### src/rtl/ldpc_wb_pkg.sv
// Shared encodings for the LDPC CSR Wishbone host: command ops, response status,
// FSM states and the width of the register offset spliced under BASE_ADDR.
package ldpc_wb_pkg;

  localparam int unsigned ADR_W = 13;

  localparam logic [1:0] OP_WR   = 2'b00;
  localparam logic [1:0] OP_RD   = 2'b01;
  localparam logic [1:0] OP_POLL = 2'b10;

  localparam logic [1:0] ST_OK     = 2'b00;
  localparam logic [1:0] ST_BUSERR = 2'b01;
  localparam logic [1:0] ST_POLLX  = 2'b10;
  localparam logic [1:0] ST_TMO    = 2'b11;

  typedef enum logic [2:0] {
    StIdle,
    StReq,
    StWait,
    StGap,
    StRsp
  } wb_state_e;

  // Increment that sticks at all-ones instead of wrapping.
  function automatic logic [15:0] sat_inc16(input logic [15:0] v);
    return (v == 16'hFFFF) ? v : v + 16'd1;
  endfunction

endpackage

### src/rtl/ldpc_wb_watchdog.sv
// Loadable down-counter; expire_o flags the last enabled cycle of the loaded budget.
module ldpc_wb_watchdog #(
  parameter int unsigned W = 16
) (
  input  logic         clk_i,
  input  logic         rst_i,
  input  logic         load_i,
  input  logic [W-1:0] load_val_i,
  input  logic         en_i,
  output logic         expire_o
);

  logic [W-1:0] cnt_q;

  // Reload on request, otherwise count down while enabled and stop at zero.
  always_ff @(posedge clk_i) begin
    if (rst_i) begin
      cnt_q <= '0;
    end else if (load_i) begin
      cnt_q <= load_val_i;
    end else if (en_i && (cnt_q != '0)) begin
      cnt_q <= cnt_q - W'(1);
    end
  end

  // A budget of N expires at the end of the N-th enabled cycle (0 behaves as 1).
  assign expire_o = en_i && (cnt_q <= W'(1));

endmodule

### src/rtl/ldpc_wb_host.sv
// Wishbone B4 pipelined initiator turning single write/read/poll commands into bus
// cycles towards the LDPC CSR block. Optional bus watchdog: LDPC_WB_TIMEOUT_EN.
module ldpc_wb_host
  import ldpc_wb_pkg::*;
#(
  parameter logic [31:0] BASE_ADDR   = 32'h3001_0000,
  parameter logic [15:0] POLL_MAX    = 16'd1023,
  parameter logic [15:0] TIMEOUT_CYC = 16'd255
) (
  input  logic              wb_clk_i,
  input  logic              wb_rst_i,
  // Command side
  input  logic              cmd_valid,
  output logic              cmd_ready,
  input  logic [1:0]        cmd_op,
  input  logic [ADR_W-1:0]  cmd_adr,
  input  logic [31:0]       cmd_dat,
  input  logic [31:0]       cmd_mask,
  input  logic [3:0]        cmd_sel,
  // Response side
  output logic              rsp_valid,
  input  logic              rsp_ready,
  output logic [31:0]       rsp_dat,
  output logic [1:0]        rsp_status,
  output logic [15:0]       rsp_polls,
  // Wishbone initiator
  output logic              wbm_cyc_o,
  output logic              wbm_stb_o,
  output logic              wbm_we_o,
  output logic [3:0]        wbm_sel_o,
  output logic [31:0]       wbm_adr_o,
  output logic [31:0]       wbm_dat_o,
  input  logic [31:0]       wbm_dat_i,
  input  logic              wbm_ack_i,
  input  logic              wbm_err_i,
  input  logic              wbm_stall_i
);

  localparam logic [15:0] PollLim = (POLL_MAX == 16'd0) ? 16'd1 : POLL_MAX;

  wb_state_e   state_q;
  logic [1:0]  op_q;
  logic [31:0] mask_q;
  logic [15:0] cnt_q;

  logic        accept;
  logic        bus_done;
  logic        tmo;
  logic [15:0] cnt_eff;
  logic        poll_hit;
  logic        fin_gap;
  logic [1:0]  fin_status;
  logic [31:0] fin_dat;
  logic [15:0] fin_polls;

`ifdef LDPC_WB_TIMEOUT_EN
  logic wd_load;
  logic wd_en;

  // Budget restarts on every entry into REQ (new command or next poll read).
  assign wd_load = ((state_q == StIdle) && cmd_valid) || (state_q == StGap);
  assign wd_en   = (state_q == StReq) || (state_q == StWait);

  ldpc_wb_watchdog #(
    .W (16)
  ) u_watchdog (
    .clk_i      (wb_clk_i),
    .rst_i      (wb_rst_i),
    .load_i     (wd_load),
    .load_val_i (TIMEOUT_CYC),
    .en_i       (wd_en),
    .expire_o   (tmo)
  );
`else
  logic unused_timeout_cyc;
  assign unused_timeout_cyc = ^TIMEOUT_CYC;
  assign tmo = 1'b0;
`endif

  assign cmd_ready = (state_q == StIdle) && !wb_rst_i;
  assign accept    = (state_q == StReq) && !wbm_stall_i;
  // A response only counts while a request is outstanding (accepting REQ cycle or WAIT).
  assign bus_done  = (accept || (state_q == StWait)) && (wbm_ack_i || wbm_err_i);

  // Decide what a completing bus response turns into.
  always_comb begin
    cnt_eff = cnt_q;
    if ((state_q == StReq) && (op_q != OP_WR)) begin
      cnt_eff = sat_inc16(cnt_q);
    end
    poll_hit   = ((wbm_dat_i ^ wbm_dat_o) & mask_q) == 32'd0;
    fin_gap    = 1'b0;
    fin_status = ST_OK;
    fin_dat    = (op_q == OP_WR) ? 32'd0 : wbm_dat_i;
    fin_polls  = (op_q == OP_WR) ? 16'd1 : cnt_eff;
    if (wbm_err_i) begin
      fin_status = ST_BUSERR;
      fin_dat    = 32'd0;
    end else if ((op_q == OP_POLL) && !poll_hit) begin
      if (cnt_eff == PollLim) begin
        fin_status = ST_POLLX;
      end else begin
        fin_gap = 1'b1;
      end
    end
  end

  // Main FSM; every Wishbone and response output is a register updated here.
  always_ff @(posedge wb_clk_i) begin
    if (wb_rst_i) begin
      state_q    <= StIdle;
      op_q       <= OP_WR;
      mask_q     <= '0;
      cnt_q      <= '0;
      wbm_cyc_o  <= 1'b0;
      wbm_stb_o  <= 1'b0;
      wbm_we_o   <= 1'b0;
      wbm_sel_o  <= '0;
      wbm_adr_o  <= '0;
      wbm_dat_o  <= '0;
      rsp_valid  <= 1'b0;
      rsp_dat    <= '0;
      rsp_status <= ST_OK;
      rsp_polls  <= '0;
    end else begin
      unique case (state_q)
        StIdle: begin
          if (cmd_valid) begin
            op_q      <= (cmd_op == 2'b11) ? OP_RD : cmd_op;
            mask_q    <= cmd_mask;
            cnt_q     <= '0;
            wbm_cyc_o <= 1'b1;
            wbm_stb_o <= 1'b1;
            wbm_we_o  <= (cmd_op == OP_WR);
            wbm_sel_o <= cmd_sel;
            wbm_adr_o <= {BASE_ADDR[31:ADR_W], cmd_adr};
            wbm_dat_o <= cmd_dat;
            state_q   <= StReq;
          end
        end
        StReq, StWait: begin
          if (tmo) begin
            wbm_cyc_o  <= 1'b0;
            wbm_stb_o  <= 1'b0;
            rsp_valid  <= 1'b1;
            rsp_dat    <= '0;
            rsp_status <= ST_TMO;
            rsp_polls  <= (op_q == OP_WR) ? 16'd1 : cnt_q;
            state_q    <= StRsp;
          end else if (accept || (state_q == StWait)) begin
            wbm_stb_o <= 1'b0;
            cnt_q     <= cnt_eff;
            if (!bus_done) begin
              state_q <= StWait;
            end else if (fin_gap) begin
              wbm_cyc_o <= 1'b0;
              state_q   <= StGap;
            end else begin
              wbm_cyc_o  <= 1'b0;
              rsp_valid  <= 1'b1;
              rsp_dat    <= fin_dat;
              rsp_status <= fin_status;
              rsp_polls  <= fin_polls;
              state_q    <= StRsp;
            end
          end
        end
        StGap: begin
          wbm_cyc_o <= 1'b1;
          wbm_stb_o <= 1'b1;
          state_q   <= StReq;
        end
        StRsp: begin
          if (rsp_ready) begin
            rsp_valid <= 1'b0;
            state_q   <= StIdle;
          end
        end
        default: state_q <= StIdle;
      endcase
    end
  end

endmodule

### config.mk
export PLATFORM = sky130hd
export DESIGN_NAME = ldpc_wb_host
export DESIGN_NICKNAME = d
export VERILOG_FILES = /design/src/rtl/ldpc_wb_pkg.sv /design/src/rtl/ldpc_wb_watchdog.sv /design/src/rtl/ldpc_wb_host.sv
export SDC_FILE = /design/constraint.sdc
export NUM_CORES = 1
export LEC_CHECK = 0
export ABC_AREA = 1
export ABC_CLOCK_PERIOD_IN_PS = 4200
export CORE_AREA = 2 2 171 173
export CTS_CLUSTER_DIAMETER = 120
export DETAILED_ROUTE_END_ITERATION = 10
export DIE_AREA = 0 0 173 175
export PLACE_DENSITY = 0.55
export SYNTH_ARGS = -nofsm -noshare
export SYNTH_HDL_FRONTEND = slang
export SYNTH_SLANG_ARGS = --single-unit
### constraint.sdc
create_clock -name wb_clk_i -period 4.2 [get_ports wb_clk_i]
set_clock_uncertainty 0.2 [all_clocks]
set_input_delay 0.42 -clock wb_clk_i [delete_from_list [all_inputs] [get_ports wb_clk_i]]
set_output_delay 0.42 -clock wb_clk_i [all_outputs]
set_load 0.02 [all_outputs]
==> results of run 1 <==
==> cells in the final DEF, fill, tap and decap left out, drive strengths merged, types with 3 or more instances in the layout <==
master,count
nand3,23
xor2,4
clkbuf,18
dfxtp,157
conb,16
a21o,3
o21ai,171
clkinv,5
xnor2,10
nand2,167
buf,13
nor3,3
nand4,13
nor2,244
inv,71
clkdlybuf4s50,227
a21oi,70
==> final cells by class <==
class / count / area, µm²
Fill cell: 3049 / 18260
Multi-Input combinational cell: 734 / 3294
Tap cell: 384 / 480.5
Clock inverter: 14 / 173.9
Clock buffer: 18 / 429.2
Timing Repair Buffer: 240 / 2367
Sequential cell: 157 / 3143
Inverter: 63 / 237.7
Antenna cell: 2 / 5.005
==> logic make-up after synthesis <==
| kind of cell | after synthesis |
|---|---|
| other cells | 1 |
| buf+inv | 133 |
| flops | 157 |
| compound gates | 249 |
| xor+xnor | 14 |
| simple gates | 454 |
| fa+ha+maj | 1 |
==> state kept, by name, indices dropped and copies added, names as in the netlist, 2 cells and up <==
name        cells
wbm_adr_o      14
rsp_polls      16
mask_q         32
state_q         3
rsp_dat        32
cnt_q          16
wbm_dat_o      32
wbm_sel_o       4
op_q            2
rsp_status      2
==> critical path: cells and delay by family, from the launching register on <==
family / cells / cell delay, ns
AO/OA/AOI/OAI: 2 / 0.48
adder cells (fa/ha/maj): 1 / 0.25
flip-flops: 1 / 0.40
AND/OR/NAND/NOR: 11 / 1.67
==> final timing paths <==
path         startpoint             to  slack [ns]
min           mask_q[8]      mask_q[8]        0.25
max            cnt_q[0]  rsp_polls[12]        1.10
min reg2reg   mask_q[8]      mask_q[8]        0.25
max reg2reg    cnt_q[0]  rsp_polls[12]        1.10
==> cells in the mapped netlist (2+ instances only) <==
library cell    n
a211oi_1        2
a21o_1          3
a21oi_1        69
buf_2           3
buf_4          18
buf_6           8
clkbuf_1       41
dfxtp_1       157
inv_1          61
inv_2           2
nand2_1       165
nand2_2         2
nand3_1        22
nand3b_1        2
nand4_1        13
nor2_1        237
nor2_2          7
nor3_1          3
o21ai_0       154
o21ai_1        17
o22ai_1         2
or2_2           2
xnor2_1        10
xor2_1          4
==> through the flow <==
step | instances | hold WS [ns] | utilization, %
global route | 1611 | 0.2752 | 35.67
floorplan | 1024 | 0.2245 | -
CTS | 1610 | 0.2515 | 35.66
detailed placement | 1578 | 0.2405 | 33.54
finish | 1612 | 0.2495 | 35.68
global placement | 1578 | 0.2355 | 33.54
==> report_power, final <==
part           internal (mW)  total [mW]  switching (mW)
clock network          0.857        1.58           0.720
logic                  0.916        2.26            1.35
registers               1.85        2.07           0.220
==> routing by layer <==
metal  GRT usage, %  vias to the layer above  share of wire [%]
li1               -                     3641                  -
met1          19.81                     3193                 46
met2          25.40                      222                 46
met3          5.222                        8                7.6
met4          3.284                        0               0.66
met5              0                        -                  0
==> results.md, run 1 <==
- Clk pin slew, worst setup/hold paths: 0.08 ns
- GRT Total Usage: 15.50%
- Row count: 62
- Tot Pwr: 5.912 mW
- Post-synth ARST share: 0%
- Reg2reg path depth: 14
- Die Ht: 175 µm
- CTS root buf: clkbuf_16
- Final hold vios: 0
- Routed Antenna Nets: 0
- Placer congestion estimate: 0.9272
- Routed WL: 23,680 µm
- Antenna violations before repair: 2
- CTS H-tree depth: 4
- Compound-Gate Fraction of Synth Area: 18.22%
- Total grt overflow: 0
- Layout cell share with drive strength beyond 1: 5.057%
- Nature of the critical path startpoint: flip-flop
- Synth top area cells: dfxtp_1, nor2_1, o21ai_0
- Status: completed
- Core area: 28,390 µm²
- Main combinational cell family by area after synthesis: simple AND/OR/NAND/NOR gates
- CTS Hold Bufs: 0
- Post-synth EDFFs: 0
- Worst Tran Pin Value: 0.9726 ns
- Final #Nets: 1,336
- Worst Hold Depth: 2
- Number of buffers created by CTS: 17
- Synth Area in Simple Gates: 25.86%
- Synth warn: 0
- Min Clock Period, post-route: 3.099 ns
- PortBufs: 228
- Netlist cell types: 29
- Drt drc: 0
- Pleak: 3.856 nW
- Area leader, netlist: dfxtp_1
- Starting Density: 24.64%
- Syn Inst Count: 1,009
- WL/cell: 14.69 µm
- Mux cell area share after synthesis: 0%
- Die W: 173 µm
- Max Transition Viols Final: 0
- First-pass GRT wire length: 37,140 µm
- Worst hold path class: reg2reg
- Fin crit share: 73.80%
- Cell Chain, Critical Path: ha_1 > nand3_1 > nor2_2 > nand3_2 > nand2_2 > o21ai_1 > nor2_1 > nand3_1 > nor2_2 > nand2_2 > nand2_1 > nand2_1 > o21ai_0 > nor2_1
- Die area: 30,280 µm²
- Main synth FF type: dfxtp_1
- Synth Area in Adders: 0.1788%
- Final setup margin: 1.101 ns
- Syn-to-layout area delta: 44.80%
- Crit end category: flip-flop
- XOR/XNOR Fraction of Synth Area: 1.753%
- Crit-path slowest cell: dfxtp_1
- Register area share after synthesis: 44.92%
- DRT Pass-1 Iters: 4
- HPWL after DPL: 17,200 µm
- Setup Buffers After CTS: 0
- Unrepaired setup endpoints after global routing: false
- P per Cell Area: 583.6 nW/µm²
- Ports: 245
- Vias in the first global route: 6,615
- Initial drt markers: 402
- Setup violators final: 0
- CP Class: reg2reg
- CTS tree: built
- Max Cap Viol: 0
- Vias after detailed routing: 7,064
- Via-to-Cell Ratio: 4.382
- VDD IR max: 0.3388 mV
- #FFs+latches synth: 157
- Yosys top cell area share: 44.92%
- CP arrival: 3.21 ns
- Worst-skew pair later-pin latency: 0.43 ns
- DP Worst Slack: 0.9542 ns
- Worst slew margin relative to its limit: 35.00%
- CTS sink cnt: 157
- Crit path largest cell delay: 0.40 ns
- Post-cts resize count: 0
- Fmax: 322.6 MHz
- Post-DP Area: 9523 µm²
- Syn avg cell area: 6.934 µm²
- Largest net degree at the start of global routing: 62
- TNS Setup: 0 ns
- Worst EP required: 4.31 ns
- Clk buf depth: 2
- Critical-path maximum fanout: 19
- Cell Area, Synth: 6997 µm²
- Final instance area: 10,130 µm²
Note: power is estimated with default switching activity, not from simulation.
==> run 2, diff against run 1 <==
- ABC_CLOCK_PERIOD_IN_PS: 4200 -> 2570
- PLACE_DENSITY: 0.55 -> 0.57
- clock period: 4.2 -> 2.57 ns (I/O delays scaled with it)
==> run 2 against run 1 <==
- the flow now finishes with violations (negative setup slack)
- register-to-register slack lost 1.2 ns
- sequential cell count unchanged
- setup slack worse by 1.2 ns
- maximum frequency grew 15%
- via count up 8.5%
- sequential power grew 65%
- cell area grew 12%
- die area unchanged
- clock-buffer cell count stayed put
- combinational power increased by 96%
- largest cell class unchanged
==> results.md, run 2 (synthesis gave the netlist of run 1 again) <==
- First-pass GRT wire length: 40,090 µm
- VDD IR max: 0.4125 mV
- Clk pin slew, worst setup/hold paths: 0.07 ns
- R2R Setup Slk: -0.11 ns
- CTS root buf: clkbuf_16
- Max Transition Viols Final: 0
- CP Class: reg2reg
- Sw Pwr: 3.996 mW
- Hold_ws: 0.2024 ns
- Critical path buffers and inverters: 6
- Most frequent cells in the layout: clkdlybuf4s50_1, nor2_1, dfxtp_1
- Reg2reg path depth: 19
- Clk buf depth: 2
- Layout cell share with drive strength beyond 1: 17.56%
- Worst Hold Depth: 3
- Die area: 30,280 µm²
- DRT Pass-1 Iters: 5
- Inst Count DP: 1,659
- Number of buffers created by CTS: 17
- Worst hold path class: in2reg
- Antenna violations before repair: 1
- Ports: 245
- Hold EP: wbm_dat_o[22]
- CP arrival: 2.80 ns
- FF-to-FF End: rsp_dat[26]
- Hold path start: cmd_dat[22]
- Worst-skew pair later-pin latency: 0.44 ns
- Largest regs: mask_q x32, rsp_dat x32, wbm_dat_o x32
- Syn-to-layout area delta: 62.41%
- Final setup margin: -0.1141 ns
- Starting Density: 24.64%
- Placer congestion estimate: 0.9292
- Int Pwr: 6.390 mW
- Combinational power share: 42.7%
- Clk network pwr share: 24.4%
- Routed Antenna Nets: 0
- TNS Setup: -3.279 ns
- Fin crit share: 104.4%
- Worst Setup SP: cnt_q[0]
- Routed WL: 25,680 µm
- P per Cell Area: 914.0 nW/µm²
- Top delay family on crit path: simple AND/OR/NAND/NOR gates
- Final hold vios: 0
- Worst Tran Pin Value: 0.6134 ns
- Setup violators final: 50
- Crit path largest cell delay: 0.35 ns
- CTS sink cnt: 157
- Drt drc: 0
- Most used cell along the critical path: nand2_1
- Diodes inserted: 0
- WL/cell: 15.01 µm
- Vias in the first global route: 7,437
- Crit-path slowest cell: dfxtp_2
- Status: finished with violations
- Min Clock Period, post-route: 2.684 ns
- Final #Nets: 1,437
- Nature of the critical path startpoint: flip-flop
- Core area: 28,390 µm²
- DP Worst Slack: -0.2843 ns
- Pleak: 4.450 nW
- Largest net degree at the start of global routing: 109
- Final instance area: 11,360 µm²
- Unrepaired setup endpoints after global routing: true
- Crit end category: flip-flop
- Leading cell type in the layout, fill and taps excluded: clkdlybuf4s50_1
- CTS tree: built
- Final Non-Filler Cells: 1,711
- PortBufs: 228
- Vias after detailed routing: 7,667
- Row count: 62
- Tot Pwr: 10.39 mW
- Cell Chain, Critical Path: buf_4 > nand2_1 > nor2_4 > buf_4 > nand3_2 > inv_2 > nand2_1 > xnor2_1 > nor2_1 > nand2_1 > nor2_2 > nand2_2 > a21oi_4 > buf_6 > buf_12 > buf_16 > nand2_2 > o21ai_2 > nor2_1
- Die W: 173 µm
- Fmax: 372.6 MHz
- CTS H-tree depth: 4
- Worst slew margin relative to its limit: 58.95%
- Max Cap Viol: 0
- GRT Total Usage: 16.72%
- HPWL after DPL: 17,560 µm
- Via-to-Cell Ratio: 4.481
- Post-DP Area: 10,220 µm²
- Utilization after layout: 40.02%
- Critical-path maximum fanout: 8
- Die Ht: 175 µm
- Switch share: 38.48%
- Worst EP required: 2.68 ns
- Initial drt markers: 317
- Total grt overflow: 0
- Reg power frac: 32.9%
- RR Startpoint: cnt_q[0]
- Failing checks: negative setup slack
run 2: cell type report:
class                   count  area (µm²)
flip-flops and latches    157        3148
fillers                  2958       17030
inverters                  63       237.7
well taps                 384       480.5
multi-input cells         734        3575
repair buffers            341        3347
clock buffers              18       429.2
clock inverters            14       146.4
run 2: worst register-to-register path: cells and delay by family (launching register included):
family	cells	cell delay, ns
simple gates	10	0.91
buf+inv	6	0.78
flops	1	0.35
compound gates	2	0.19
xor+xnor	1	0.13
run 2: how the worst max path moves through the flow:
stage	endpoint	cells after the start	slack [ns]
after floorplan	rsp_dat[25]	17	0.01
after global placement	rsp_polls[9]	17	-0.30
after detailed placement	rsp_polls[9]	13	-0.28
after CTS	rsp_dat[27]	19	-0.12
after global routing	rsp_dat[26]	19	-0.29
final	rsp_dat[26]	19	-0.11
run 2: metal layers:
layer  vias up  GRT usage (%)  routed length (µm)
li1       3847              -                   -
met1      3540          20.83               11320
met2       246          27.80               12030
met3        34          4.983                1847
met4         0          5.120                 490
met5         -              0                   0
run 2: timing repair:
action,CTS,global route
resized for setup,97,30
cloned,4,2
pin swaps,31,20
hold endpoints to repair,1,0
endpoints found under the setup margin,52,52
setup buffers,10,4
hold buffers,1,0
run 2: power by group through the flow:
stage | Sequential (mW) | Clock, mW | Combinational [mW]
after global routing | 3.50 | 2.69 | 4.84
after global placement | 3.43 | 0 | 3.98
after detailed placement | 3.43 | 0 | 4.02
after floorplan | 3.89 | 0 | 1.65
after CTS | 3.41 | 2.60 | 4.38
final | 3.42 | 2.53 | 4.44
